`src/rtl/mcx_pkg.sv`:
```
// Purpose: shared MCX constants: program store geometry, line field positions, loader states, register map.
// Latency: n/a (package only).
// Backpressure: n/a.
package mcx_pkg;

    localparam int ADDR_W     = 4;
    localparam int LINE_W     = 46;
    localparam int LINE_BYTES = (LINE_W + 7) / 8;   // derived: 6 bytes per line
    localparam int DEPTH      = 2 ** ADDR_W;
    localparam int SHIFT_W    = (LINE_BYTES - 1) * 8;  // bytes held before the closing byte

    // Instruction word field positions
    localparam int PC_HI   = 45;
    localparam int PC_LO   = 42;
    localparam int COND_HI = 41;
    localparam int COND_LO = 40;
    localparam int INST_HI = 39;
    localparam int INST_LO = 36;
    localparam int ARG1_HI = 35;
    localparam int ARG1_LO = 24;
    localparam int ARG2_HI = 23;
    localparam int ARG2_LO = 12;
    localparam int ARG3_HI = 11;
    localparam int ARG3_LO = 0;

    typedef enum logic [2:0] {
        ST_IDLE,
        ST_HDR,
        ST_DATA,
        ST_CSUM,
        ST_DONE,
        ST_ERR
    } ld_state_e;

    // Register address map shared with the core
    localparam logic [11:0] REG_NULL = 12'h800;
    localparam logic [11:0] REG_ACC  = 12'h801;
    localparam logic [11:0] REG_DAT  = 12'h802;
    localparam logic [11:0] REG_P0   = 12'h803;
    localparam logic [11:0] REG_P1   = 12'h804;
    localparam logic [11:0] REG_X0   = 12'h805;
    localparam logic [11:0] REG_X1   = 12'h806;
    localparam logic [11:0] REG_X2   = 12'h807;
    localparam logic [11:0] REG_X3   = 12'h808;

endpackage

```
`src/rtl/prog_ram.sv`:
```
// Purpose: program store, 2**AW x DW registers with one write port and one combinational read port.
// Latency: read 0 cycles; a write is visible on the cycle after its write edge.
// Backpressure: none, accepts a write every cycle.
// Ports: clk, rst (async active-high, clears all lines), we/waddr/wdata write port, raddr/rdata read port.
module prog_ram #(
    parameter int AW = 4,
    parameter int DW = 46
) (
    input  logic          clk,
    input  logic          rst,
    input  logic          we,
    input  logic [AW-1:0] waddr,
    input  logic [DW-1:0] wdata,
    input  logic [AW-1:0] raddr,
    output logic [DW-1:0] rdata
);

    logic [DW-1:0] mem_q [2**AW];

    always_ff @(posedge clk or posedge rst) begin
        if (rst) begin
            for (int i = 0; i < 2**AW; i++) begin
                mem_q[i] <= '0;
            end
        end else if (we) begin
            mem_q[waddr] <= wdata;
        end
    end

    assign rdata = mem_q[raddr];

endmodule

```
`src/rtl/prog_loader.sv`:
```
// Purpose: fills the MCX program store from a byte stream and holds the core in reset until the load succeeds.
// Latency: a line is written on the edge accepting its 6th byte; core_nrst rises one cycle after entering DONE.
// Backpressure: rx_ready high only while expecting header/data/checksum bytes; rx_valid low stalls indefinitely.
// Ports: clk, rst (async active-high), start pulse, rx_data/rx_valid/rx_ready stream, addr->line fetch port,
//        core_nrst, busy, done, err status, lines_loaded count.
// Option: define PROG_LOADER_CHECKSUM_EN to require a trailing XOR checksum byte.
module prog_loader
    import mcx_pkg::*;
(
    input  logic              clk,
    input  logic              rst,
    input  logic              start,
    input  logic [7:0]        rx_data,
    input  logic              rx_valid,
    output logic              rx_ready,
    input  logic [ADDR_W-1:0] addr,
    output logic [LINE_W-1:0] line,
    output logic              core_nrst,
    output logic              busy,
    output logic              done,
    output logic              err,
    output logic [ADDR_W:0]   lines_loaded
);

    localparam logic [ADDR_W:0] ONE_L = 1;

    ld_state_e          state_q, state_d;
    logic [SHIFT_W-1:0] shift_q, shift_d;
    logic [2:0]         byte_cnt_q, byte_cnt_d;
    logic [ADDR_W:0]    lines_q, lines_d;
    logic [ADDR_W:0]    n_q, n_d;
    logic               core_nrst_q, core_nrst_d;
`ifdef PROG_LOADER_CHECKSUM_EN
    logic [7:0]         csum_q, csum_d;
`endif

    logic                     xfer;
    logic                     we;
    logic [SHIFT_W+7:0]       wr_word;
    logic [LINE_W-1:0]        wr_data;
    logic                     unused_pad;

    // Full 48-bit big-endian word; the two bits above LINE_W are padding and dropped.
    assign wr_word    = {shift_q, rx_data};
    assign wr_data    = wr_word[LINE_W-1:0];
    assign unused_pad = ^wr_word[SHIFT_W+7:LINE_W];

    assign rx_ready     = (state_q == ST_HDR) || (state_q == ST_DATA) || (state_q == ST_CSUM);
    assign busy         = rx_ready;
    assign done         = (state_q == ST_DONE);
    assign err          = (state_q == ST_ERR);
    assign core_nrst    = core_nrst_q;
    assign lines_loaded = lines_q;
    assign xfer         = rx_valid && rx_ready;

    always_comb begin
        state_d    = state_q;
        shift_d    = shift_q;
        byte_cnt_d = byte_cnt_q;
        lines_d    = lines_q;
        n_d        = n_q;
        we         = 1'b0;
`ifdef PROG_LOADER_CHECKSUM_EN
        csum_d     = csum_q;
`endif
        // Release the core only while resting in DONE; a restart pulls it back into reset.
        core_nrst_d = (state_q == ST_DONE) && !start;

        case (state_q)
            ST_IDLE, ST_DONE, ST_ERR: begin
                if (start) begin
                    state_d    = ST_HDR;
                    shift_d    = '0;
                    byte_cnt_d = '0;
                    lines_d    = '0;
                end
            end
            ST_HDR: begin
                if (xfer) begin
`ifdef PROG_LOADER_CHECKSUM_EN
                    csum_d = rx_data;
`endif
                    if (rx_data == 8'd0 || rx_data > 8'(DEPTH)) begin
                        state_d = ST_ERR;
                    end else begin
                        n_d     = rx_data[ADDR_W:0];
                        state_d = ST_DATA;
                    end
                end
            end
            ST_DATA: begin
                if (xfer) begin
`ifdef PROG_LOADER_CHECKSUM_EN
                    csum_d = csum_q ^ rx_data;
`endif
                    if (byte_cnt_q == 3'(LINE_BYTES - 1)) begin
                        we         = 1'b1;
                        byte_cnt_d = '0;
                        lines_d    = lines_q + ONE_L;
                        if (lines_q + ONE_L == n_q) begin
`ifdef PROG_LOADER_CHECKSUM_EN
                            state_d = ST_CSUM;
`else
                            state_d = ST_DONE;
`endif
                        end
                    end else begin
                        shift_d    = {shift_q[SHIFT_W-9:0], rx_data};
                        byte_cnt_d = byte_cnt_q + 3'd1;
                    end
                end
            end
`ifdef PROG_LOADER_CHECKSUM_EN
            ST_CSUM: begin
                if (xfer) begin
                    state_d = (rx_data == csum_q) ? ST_DONE : ST_ERR;
                end
            end
`endif
            default: state_d = ST_IDLE;
        endcase
    end

    always_ff @(posedge clk or posedge rst) begin
        if (rst) begin
            state_q     <= ST_IDLE;
            shift_q     <= '0;
            byte_cnt_q  <= '0;
            lines_q     <= '0;
            n_q         <= '0;
            core_nrst_q <= 1'b0;
`ifdef PROG_LOADER_CHECKSUM_EN
            csum_q      <= '0;
`endif
        end else begin
            state_q     <= state_d;
            shift_q     <= shift_d;
            byte_cnt_q  <= byte_cnt_d;
            lines_q     <= lines_d;
            n_q         <= n_d;
            core_nrst_q <= core_nrst_d;
`ifdef PROG_LOADER_CHECKSUM_EN
            csum_q      <= csum_d;
`endif
        end
    end

    prog_ram #(
        .AW (ADDR_W),
        .DW (LINE_W)
    ) u_ram (
        .clk   (clk),
        .rst   (rst),
        .we    (we),
        .waddr (lines_q[ADDR_W-1:0]),
        .wdata (wr_data),
        .raddr (addr),
        .rdata (line)
    );

endmodule
```
`config.mk`:
```
export PLATFORM = sky130hd
export DESIGN_NAME = prog_loader
export DESIGN_NICKNAME = d
export VERILOG_FILES = /design/src/rtl/mcx_pkg.sv /design/src/rtl/prog_ram.sv /design/src/rtl/prog_loader.sv
export SDC_FILE = /design/constraint.sdc
export NUM_CORES = 1
export LEC_CHECK = 0
export ABC_AREA = 1
export BUFFER_PORTS_ARGS = -buffer_cell sky130_fd_sc_hd__buf_2
export CAP_MARGIN = 10
export CELL_PAD_IN_SITES_DETAIL_PLACEMENT = 1
export CELL_PAD_IN_SITES_GLOBAL_PLACEMENT = 2
export CORE_MARGIN = 3
export CORE_UTILIZATION = 41
export CTS_CLUSTER_DIAMETER = 80
export DETAILED_ROUTE_END_ITERATION = 8
export HOLD_SLACK_MARGIN = 0.06
export PLACE_DENSITY_LB_ADDON = 0.1
export SYNTH_ARGS = -nofsm -noshare
export SYNTH_HDL_FRONTEND = slang
export SYNTH_HIERARCHICAL = 1
export SYNTH_SLANG_ARGS = --single-unit
export TNS_END_PERCENT = 100
```
`constraint.sdc`:
```
create_clock -name clk -period 59.9 [get_ports clk]
set_input_delay 11.98 -clock clk [delete_from_list [all_inputs] [get_ports clk]]
set_output_delay 11.98 -clock clk [all_outputs]
set_load 0.02 [all_outputs]
```
==> results of run 1 <==
## cell type report
| cell class | count | area [sq um] | area share [%] |
|---|---|---|---|
| flip-flops and latches | 791 | 19800 | 47.4 |
| multi-input cells | 3180 | 14000 | 33.5 |
| clock buffers | 132 | 2770 | 6.63 |
| inverters | 702 | 2660 | 6.38 |
| well taps | 1243 | 1560 | 3.73 |
| repair buffers | 112 | 716 | 1.71 |
| clock inverters | 25 | 260 | 0.623 |
## critical path, cell delays in order
cell                      delay, ps
sky130_fd_sc_hd__buf_8          240
sky130_fd_sc_hd__inv_8          680
sky130_fd_sc_hd__buf_4          900
sky130_fd_sc_hd__buf_4          880
sky130_fd_sc_hd__nand2_1        130
sky130_fd_sc_hd__nand2_1        100
sky130_fd_sc_hd__nand2_1         50
sky130_fd_sc_hd__nand3_1        100
sky130_fd_sc_hd__nand3_1        130
sky130_fd_sc_hd__nand2_1        170
sky130_fd_sc_hd__buf_2          200
## layer usage
layer  part of all wire, %  vias to the layer above  GRT usage, %
li1                      -                    15300             -
met1                    48                    16000          36.0
met2                    46                      435          43.2
met3                   3.4                      165          3.72
met4                   2.5                        0          6.42
met5                     0                        -             0
## registers in the layout (all words and copies together) (netlist names)
name          cells
byte_cnt_q        3
core_nrst         1
lines_loaded      5
n_q               5
shift_q          38
state_q           3
u_ram/mem_q     736
## kinds of logic after synthesis
kind of cell	after synthesis
simple gates	2385
buf+inv	1074
flops	791
fa+ha+maj	1
compound gates	794
## worst max path at each step
| stage | from | endpoint | slack (ps) | cells after the start |
|---|---|---|---|---|
| 4_1_cts | addr[0] | line[45] | 32080 | 11 |
| 5_1_grt | addr[0] | line[45] | 31780 | 11 |
| 3_3_place_gp | addr[0] | line[45] | 32100 | 11 |
| 3_5_place_dp | addr[0] | line[45] | 32080 | 11 |
| 2_1_floorplan | rst | u_ram/mem_q[0] | 27270 | 1 |
| 6_report | addr[0] | line[9] | 32090 | 11 |
## where the power goes
group,leakage (nW),switching (W),internal [W]
clock,1.51,0.000228,0.000339
combinational,7.91,0.0000770,0.0000210
sequential,10.1,0.00000285,0.000537
## placed cells by master (no fill, tap or decap), drive strengths merged, types with 6 or more instances in the layout
cell,count
o21ai,786
nor3,6
nand2,1726
nor2,22
nand3,624
clkbuf,133
dfrtp,791
buf,111
clkinv,19
inv,702
## through the flow
| step | total power, W | util [%] | area, sq um | hold slack [ps] |
|---|---|---|---|---|
| finish | 0.00121 | 45.4 | 41700 | 482 |
| global route | 0.00125 | 45.4 | 41700 | 497 |
| CTS | 0.00122 | 45.4 | 41700 | 486 |
| detailed placement | 0.000649 | 42.1 | 38700 | 471 |
| global placement | 0.000648 | 42.1 | 38700 | 465 |
| floorplan | 0.000617 | - | 38100 | 453 |
==> parameters.txt, run 1 <==
Parameter                              Value

Place
  IO Port Bufs ... 71
  Total instance count after detailed placement ... 6028
  Final Wtd Congestion ... 0.749
  Place WS ... 32080 ps
  HPWL after detailed placement ... 67800 microns

Logic synthesis
  Number of warnings issued by yosys ... 6
  Adder-cell area share of the yosys netlist ... 0.0328%
  Synth top area cells ... sky130_fd_sc_hd__dfrtp_1, sky130_fd_sc_hd__nand2_1, sky130_fd_sc_hd__nand3_1
  Number of instances in the synthesized netlist ... 5045
  Largest area contributor in the synthesized netlist ... sky130_fd_sc_hd__dfrtp_1
  Top post-synthesis cells by count ... sky130_fd_sc_hd__nand2_1, sky130_fd_sc_hd__dfrtp_1, sky130_fd_sc_hd__inv_1
  Share of the synthesized area in the top cell type ... 51.9%
  Post-synthesis xor/xnor area fraction ... 0%
  Post-synth EDFFs ... 0
  Post-synthesis sequential area ratio ... 51.9%
  Post-Syn Area ... 0.0381 sq mm
  Most instantiated flip-flop cell in the synthesis netlist ... sky130_fd_sc_hd__dfrtp_1
  Post-synthesis cell type count ... 29
  Post-synthesis simple-gate area fraction ... 25.7%
  Number of synthesized register bits ... 791
  Post-synth ARST share ... 100%
  Number of nets produced by synthesis ... 5062
  Mean Syn Cell Area ... 7.56 sq um
  Synth Area in Compound Gates ... 10.6%
  Mux contribution to synthesized area ... 0%
  Cell with the most instances after synthesis ... sky130_fd_sc_hd__nand2_1
  Main combinational cell family by area after synthesis ... simple AND/OR/NAND/NOR gates

Floorplanning
  Area inside the core boundary ... 0.0919 sq mm
  Number of core rows ... 111
  Chip Height ... 311 microns
  Initial Util ... 41.5%
  Total die area ... 0.0967 sq mm
  Boundary Pins ... 72
  Width of the die ... 311 microns

Route
  Detailed-route wire length per cell ... 20.2 microns
  Drt first pass iters ... 5
  DRC violation total after the first TritonRoute iteration ... 2210
  Post-DRT Antenna Nets ... 0
  Routed vias/inst ... 5.16
  DRC violations left ... 0
  Routed WL ... 125000 microns
  Number of vias after detailed routing ... 31900

Worst setup path
  Beginning of the worst register-to-register path ... state_q[0]
  Worst Path Max Fanout ... 118
  Endpoint class of the critical path ... primary output
  Class of the most critical setup path ... in2out
  Critical Path RT ... 47920 ps
  Critical register-to-register path endpoint ... u_ram/mem_q[520]
  Worst reg-to-reg setup slack ... 55220 ps
  Worst Path Arrival ... 15830 ps
  Critical path startpoint category ... input port
  Worst r2r path cells ... 13

STA
  Final setup margin ... 32090 ps
  Setup-violating endpoint count in the final report ... 0
  Final-report hold violation count ... 0
  Setup repair after global routing missed its margin ... false
  Max Clk Rate ... 36.0 MHz
  Clock Skew ... 20.7 ps
  Minimum clock period ... 27810 ps
  Part of the cycle the worst path needs ... 46.4%
  Setup Total Neg Slack ... 0 ps
  Final number of max-transition violations ... 0
  Slew at the pin closest to its max-slew limit ... 1170 ps
  Worst rel slew slack ... 21.9%

Worst hold path
  Hold endpoint ... u_ram/mem_q[234]
  Hold Crit Class ... reg2reg
  Start point of the worst min-delay path ... u_ram/mem_q[234]
  Worst Hold Depth ... 2

Clock network
  Number of buffers created by CTS ... 91
  Clk sinks ... 791
  Gates resized, CTS repair ... 0
  Library cell used as clock root buffer ... sky130_fd_sc_hd__clkbuf_16
  Max Buffers Root-to-Sink ... 3
  Clk_lat worst skew ... 660 ps
  Number of setup buffers added after CTS ... 0
  # hold bufs at CTS ... 0
  Clock slew at the register clock pins of the worst setup and hold paths ... 50 ps
  TritonCTS clock tree ... built
  Htree depth ... 3

Status
  Result of the run ... complete, no violations

GRT
  Largest net degree at the start of global routing ... 151
  Overall global routing resource usage ... 26.0%
  Global-route wire length before repair ... 198000 microns
  Sum of overflow across all layers after global routing ... 0
  Number of global-route vias before repair ... 32900
  Number of antenna violations at the first check in global routing ... 1

Finish
  Synth-to-layout area growth ... 9.47%
  Share of post-route cells with drive strength above 1 ... 6.07%
  Number of antenna diodes ... 0
  Number of fill cells in the layout ... 11400
  Final-stage net count ... 4895
  Final instance count without filler cells ... 6185

Power and ir drop
  Worst IR drop on VDD ... 20.5 uV
  Cell leakage power ... 19.5 nW
  Areal power density over the cells ... 28.9 mW/mm^2

Flow run
  Max cap viols ... 0
No activity file was read; power rests on OpenSTA's default activity.
==> run 2: changes to the inputs <==
--- a/config.mk
+++ b/config.mk
@@ -11,7 +11,7 @@
 export CELL_PAD_IN_SITES_DETAIL_PLACEMENT = 1
 export CELL_PAD_IN_SITES_GLOBAL_PLACEMENT = 2
 export CORE_MARGIN = 3
-export CORE_UTILIZATION = 41
+export CORE_UTILIZATION = 38
 export CTS_CLUSTER_DIAMETER = 80
 export DETAILED_ROUTE_END_ITERATION = 8
 export HOLD_SLACK_MARGIN = 0.06
==> constraint.sdc (replaced) <==
create_clock -name clk -period 28.1 [get_ports clk]
set_input_delay 5.62 -clock clk [delete_from_list [all_inputs] [get_ports clk]]
set_output_delay 5.62 -clock clk [all_outputs]
set_load 0.02 [all_outputs]
==> run 2 against run 1 <==
Critical path depth decreased by 1. Die area increased by 7.7%. Setup slack got worse by 19000 ps. Utilization decreased by 3.3 points. Clock power increased by 110%. Flip-flop and latch count unchanged. Sequential share of layout area increased by 0.057 points. Largest power group unchanged.
==> parameters.txt, run 2 (synthesis results as in run 1) <==
Parameter                              Value

Status
  Result of the run ... complete, no violations

Route
  DRC violation total after the first TritonRoute iteration ... 2143
  Number of vias after detailed routing ... 31900
  Routed WL ... 127000 microns
  Post-DRT Antenna Nets ... 0
  Drt first pass iters ... 5
  DRC violations left ... 0
  Routed vias/inst ... 5.11
  Detailed-route wire length per cell ... 20.4 microns

Clock network
  Number of buffers created by CTS ... 93
  Max Buffers Root-to-Sink ... 3
  Clk sinks ... 791
  Gates resized, CTS repair ... 0
  Htree depth ... 3
  Library cell used as clock root buffer ... sky130_fd_sc_hd__clkbuf_16
  Clock slew at the register clock pins of the worst setup and hold paths ... 50 ps
  TritonCTS clock tree ... built
  Number of setup buffers added after CTS ... 0
  # hold bufs at CTS ... 0
  Clk_lat worst skew ... 670 ps

STA
  Final-report hold violation count ... 0
  Slew at the pin closest to its max-slew limit ... 1160 ps
  Max Clk Rate ... 67.2 MHz
  Part of the cycle the worst path needs ... 52.9%
  Worst rel slew slack ... 22.7%
  Final setup margin ... 13230 ps
  Final number of max-transition violations ... 0
  Clock Skew ... 18.1 ps
  Setup repair after global routing missed its margin ... false
  Minimum clock period ... 14870 ps
  Setup Total Neg Slack ... 0 ps
  Setup-violating endpoint count in the final report ... 0

Finish
  Flip-flop count of the largest register, all copies and words added ... 736
  Register with the most flip-flops ... u_ram/mem_q
  Commonest non-fill, non-tap cells in the layout ... sky130_fd_sc_hd__nand2_1, sky130_fd_sc_hd__dfrtp_1, sky130_fd_sc_hd__inv_1, sky130_fd_sc_hd__nand3_1, sky130_fd_sc_hd__o21ai_0
  Synth-to-layout area growth ... 9.34%
  Final-stage net count ... 4902
  Top flop regs ... u_ram/mem_q: 736 flops, shift_q: 38 flops
  Share of post-route cells with drive strength above 1 ... 5.90%
  Final cell area excluding filler cells ... 0.0417 sq mm
  Leading cell type in the layout, fill and taps excluded ... sky130_fd_sc_hd__nand2_1

Worst setup path
  Critical Path RT ... 22480 ps
  Endpoint class of the critical path ... primary output
  Critical path startpoint category ... input port
  CP max stage cell ... sky130_fd_sc_hd__buf_4
  Worst Path Max Fanout ... 75
  Crit path buf inv count ... 5
  Cell type group with the largest total delay on the critical path ... buffers and inverters
  Worst Path Arrival ... 9250 ps
  Class of the most critical setup path ... in2out
  Critical Path, Cell by Cell ... buf_8 > buf_4 > buf_4 > buf_4 > nand2_1 > nand3_1 > nand3_1 > nand3_1 > nand2_1 > buf_2
  Highest cell delay on the worst timing path ... 830 ps

Floorplanning
  Chip Height ... 323 microns
  Initial Util ... 38.5%
  Area inside the core boundary ... 0.0990 sq mm
  Total die area ... 0.104 sq mm
  Number of core rows ... 115
  Width of the die ... 323 microns
  Boundary Pins ... 72

Place
  Final Wtd Congestion ... 0.742
  HPWL after detailed placement ... 68500 microns
  Dpl cell area ... 0.0388 sq mm
  IO Port Bufs ... 71
  Place WS ... 13200 ps

Power and ir drop
  Design Power ... 0.00253 W
  Worst IR drop on VDD ... 44.5 uV
  Cell leakage power ... 19.4 nW
  Areal power density over the cells ... 60.7 mW/mm^2

GRT
  Global-route wire length before repair ... 201000 microns
  Number of antenna violations at the first check in global routing ... 3
  Sum of overflow across all layers after global routing ... 0
  Largest net degree at the start of global routing ... 143
  Number of global-route vias before repair ... 33000
  Overall global routing resource usage ... 25.0%

Flow run
  Max cap viols ... 0

Worst hold path
  Hold Crit Class ... reg2reg
==> run 2: stage by stage <==
stage,util [%],std cells,hold WS [ps]
floorplan,-,5045,453
global placement,39.2,6077,464
detailed placement,39.2,6077,468
CTS,42.1,6237,484
global route,42.1,6237,500
finish,42.1,6240,481
==> run 2: power breakdown <==
part           internal [W]  switching (W)
clock network      0.000681       0.000489
logic             0.0000450       0.000165
registers           0.00115     0.00000611
total               0.00187       0.000661
==> run 2: path summary, 6_finish.rpt <==
path                                  start                to  slack (ps)  depth (start not counted)
min in group asynchronous               rst       shift_q[26]        4860                          2
hold / removal             u_ram/mem_q[175]  u_ram/mem_q[175]         480                          2
setup reg to reg                 state_q[0]  u_ram/mem_q[496]       23550                         12
max in group asynchronous               rst  u_ram/mem_q[208]       19440                          6
setup / recovery                    addr[0]          line[16]       13230                         10
hold reg to reg            u_ram/mem_q[175]  u_ram/mem_q[175]         480                          2
==> run 2: cell type report <==
cell class	count	area (sq um)
repair buffers	117	753
well taps	1287	1610
multi-input cells	3180	14000
diodes	3	7.51
clock buffers	137	2680
clock inverters	23	201
inverters	702	2660
fillers	12200	57300
flip-flops and latches	791	19800
==> run 2: worst min-delay path: cells and delay by family (launching register included) <==
| family | cells | cell delay [ps] |
|---|---|---|
| AOI/OAI and AO/OA | 1 | 60 |
| DFF | 1 | 340 |
| and+or+nand+nor | 1 | 50 |
==> run 2: metal layers <==
layer / vias up / share of wire, % / GRT usage (%)
met5: - / 0.0071 / 0
met4: 2 / 1.7 / 4.81
met3: 143 / 3.1 / 2.90
met2: 455 / 47 / 42.7
met1: 15900 / 48 / 34.3
li1: 15400 / - / -
==> run 3: changes to the inputs <==
==> constraint.sdc (replaced) <==
create_clock -name clk -period 15.4 [get_ports clk]
set_input_delay 3.08 -clock clk [delete_from_list [all_inputs] [get_ports clk]]
set_output_delay 3.08 -clock clk [all_outputs]
set_load 0.02 [all_outputs]
==> run 3 against run 2 <==
Clock skew up 2.1 ps. Sequential share of layout area decreased by 0.067 points. Combinational power grew 82%. Non-clock buffer count is 2 lower. Die area is the same. Clock power grew 85%. Cell count about the same. Utilization grew 0.059 points. Cell area is 0.14% higher. Critical endpoint is now line[19]. Largest power group unchanged.
==> parameters.txt, run 3 (synthesis results as in run 1) <==
Parameter                              Value

Finish
  Flip-flop count of the largest register, all copies and words added ... 736
  Register with the most flip-flops ... u_ram/mem_q
  Leading cell type in the layout, fill and taps excluded ... sky130_fd_sc_hd__nand2_1
  Top flop regs ... u_ram/mem_q: 736 flops, shift_q: 38 flops
  Final instance count without filler cells ... 6235
  Final-stage net count ... 4901
  Share of post-route cells with drive strength above 1 ... 5.90%
  Synth-to-layout area growth ... 9.50%
  Number of fill cells in the layout ... 12200
  Fin util ... 42.2%
  Commonest non-fill, non-tap cells in the layout ... sky130_fd_sc_hd__nand2_1, sky130_fd_sc_hd__dfrtp_1, sky130_fd_sc_hd__inv_1, sky130_fd_sc_hd__nand3_1, sky130_fd_sc_hd__o21ai_0

Floorplanning
  Chip Height ... 323 microns
  Number of core rows ... 115
  Initial Util ... 38.5%
  Total die area ... 0.104 sq mm
  Area inside the core boundary ... 0.0990 sq mm
  Width of the die ... 323 microns
  Boundary Pins ... 72

Worst hold path
  Hold endpoint ... u_ram/mem_q[726]
  Worst Hold Depth ... 2
  Hold Crit Class ... reg2reg
  Start point of the worst min-delay path ... u_ram/mem_q[726]

Route
  Drt first pass iters ... 5
  Routed vias/inst ... 5.11
  Detailed-route wire length per cell ... 20.4 microns
  Post-DRT Antenna Nets ... 0
  DRC violation total after the first TritonRoute iteration ... 1911
  Number of vias after detailed routing ... 31900
  Routed WL ... 127000 microns
  DRC violations left ... 0

GRT
  Largest net degree at the start of global routing ... 182
  Global-route wire length before repair ... 198000 microns
  Sum of overflow across all layers after global routing ... 0
  Number of antenna violations at the first check in global routing ... 2
  Overall global routing resource usage ... 24.7%
  Number of global-route vias before repair ... 32700

Clock network
  Clk sinks ... 791
  Clk_lat worst skew ... 670 ps
  Htree depth ... 3
  TritonCTS clock tree ... built
  Clock slew at the register clock pins of the worst setup and hold paths ... 60 ps
  Number of buffers created by CTS ... 94
  # hold bufs at CTS ... 0
  Number of setup buffers added after CTS ... 0
  Library cell used as clock root buffer ... sky130_fd_sc_hd__clkbuf_16
  Gates resized, CTS repair ... 0
  Max Buffers Root-to-Sink ... 3

Worst setup path
  Worst r2r path cells ... 14
  Endpoint class of the critical path ... primary output
  Worst Path Max Fanout ... 85
  Critical Path RT ... 12320 ps
  Beginning of the worst register-to-register path ... state_q[0]
  Critical register-to-register path endpoint ... u_ram/mem_q[197]
  Critical path startpoint category ... input port
  Worst reg-to-reg setup slack ... 10920 ps
  Class of the most critical setup path ... in2out
  Worst Path Arrival ... 6380 ps

Place
  HPWL after detailed placement ... 67600 microns
  Final Wtd Congestion ... 0.738
  Place WS ... 6000 ps
  IO Port Bufs ... 71
  Total instance count after detailed placement ... 6075

STA
  Setup-violating endpoint count in the final report ... 0
  Clock Skew ... 20.2 ps
  Worst rel slew slack ... 25.9%
  Worst hold margin ... 480 ps
  Max Clk Rate ... 106 MHz
  Setup Total Neg Slack ... 0 ps
  Final number of max-transition violations ... 0
  Final setup margin ... 5940 ps
  Part of the cycle the worst path needs ... 61.4%
  Slew at the pin closest to its max-slew limit ... 1110 ps
  Minimum clock period ... 9460 ps
  Setup repair after global routing missed its margin ... false
  Final-report hold violation count ... 0

Power and ir drop
  Cell leakage power ... 19.5 nW
  Areal power density over the cells ... 111 mW/mm^2
  Worst IR drop on VDD ... 84.9 uV

Flow run
  Max cap viols ... 0

Status
  Result of the run ... complete, no violations
==> run 3: cell types whose count changed in the layout (fill, tap and decap cells not counted), moves of 2 or more <==
cell and delta:
sky130_fd_sc_hd__clkbuf_8 +10, sky130_fd_sc_hd__clkinv_2 -8, sky130_fd_sc_hd__clkbuf_1 -4, sky130_fd_sc_hd__inv_6 +4, sky130_fd_sc_hd__buf_4 -3, sky130_fd_sc_hd__bufinv_16 -3
sky130_fd_sc_hd__clkbuf_16 +2
==> run 3: layer usage <==
layer / vias up / wire length (microns) / global-route usage [%]
li1: 15400 / - / -
met1: 16000 / 61000 / 34.1
met2: 413 / 59800 / 41.9
met3: 146 / 3910 / 3.16
met4: 0 / 2380 / 5.01
met5: - / 0 / 0
==> run 3: cell type report <==
type	instances	area, sq um	share of cell area [%]
well taps	1287	1610	3.86
clock inverters	12	77.6	0.186
repair buffers	115	752	1.80
inverters	702	2660	6.37
flip-flops and latches	791	19800	47.4
diodes	2	5.00	0.0120
clock buffers	146	2860	6.85
multi-input cells	3180	14000	33.5
==> run 3: through the flow <==
step,total power [W],instance area (sq um)
floorplan,0.00240,38100
global placement,0.00253,38800
detailed placement,0.00253,38800
CTS,0.00471,41700
global route,0.00483,41700
finish,0.00464,41800
==> run 3: worst max path at each step <==
stage / start / endpoint
global placement: addr[0] / line[45]
CTS: addr[0] / line[19]
global route: addr[0] / line[45]
finish: addr[0] / line[19]
floorplan: rst / u_ram/mem_q[0]
detailed placement: addr[0] / line[19]
==> run 3: power breakdown <==
group / total [W] / internal, W / switching [W]
Clock: 0.00216 / 0.00126 / 0.000894
Combinational: 0.000382 / 0.0000822 / 0.000300
Sequential: 0.00210 / 0.00209 / 0.0000110
Total: 0.00464 / 0.00344 / 0.00121
==> run 3: worst max-delay path: stages <==
cell and delay [ps]:
sky130_fd_sc_hd__buf_8 470, sky130_fd_sc_hd__buf_4 800, sky130_fd_sc_hd__buf_4 910, sky130_fd_sc_hd__nand2_1 130
sky130_fd_sc_hd__nand2_1 120, sky130_fd_sc_hd__nand2_1 50, sky130_fd_sc_hd__nand3_1 100, sky130_fd_sc_hd__nand3_1 90
sky130_fd_sc_hd__nand2_1 250, sky130_fd_sc_hd__buf_2 220
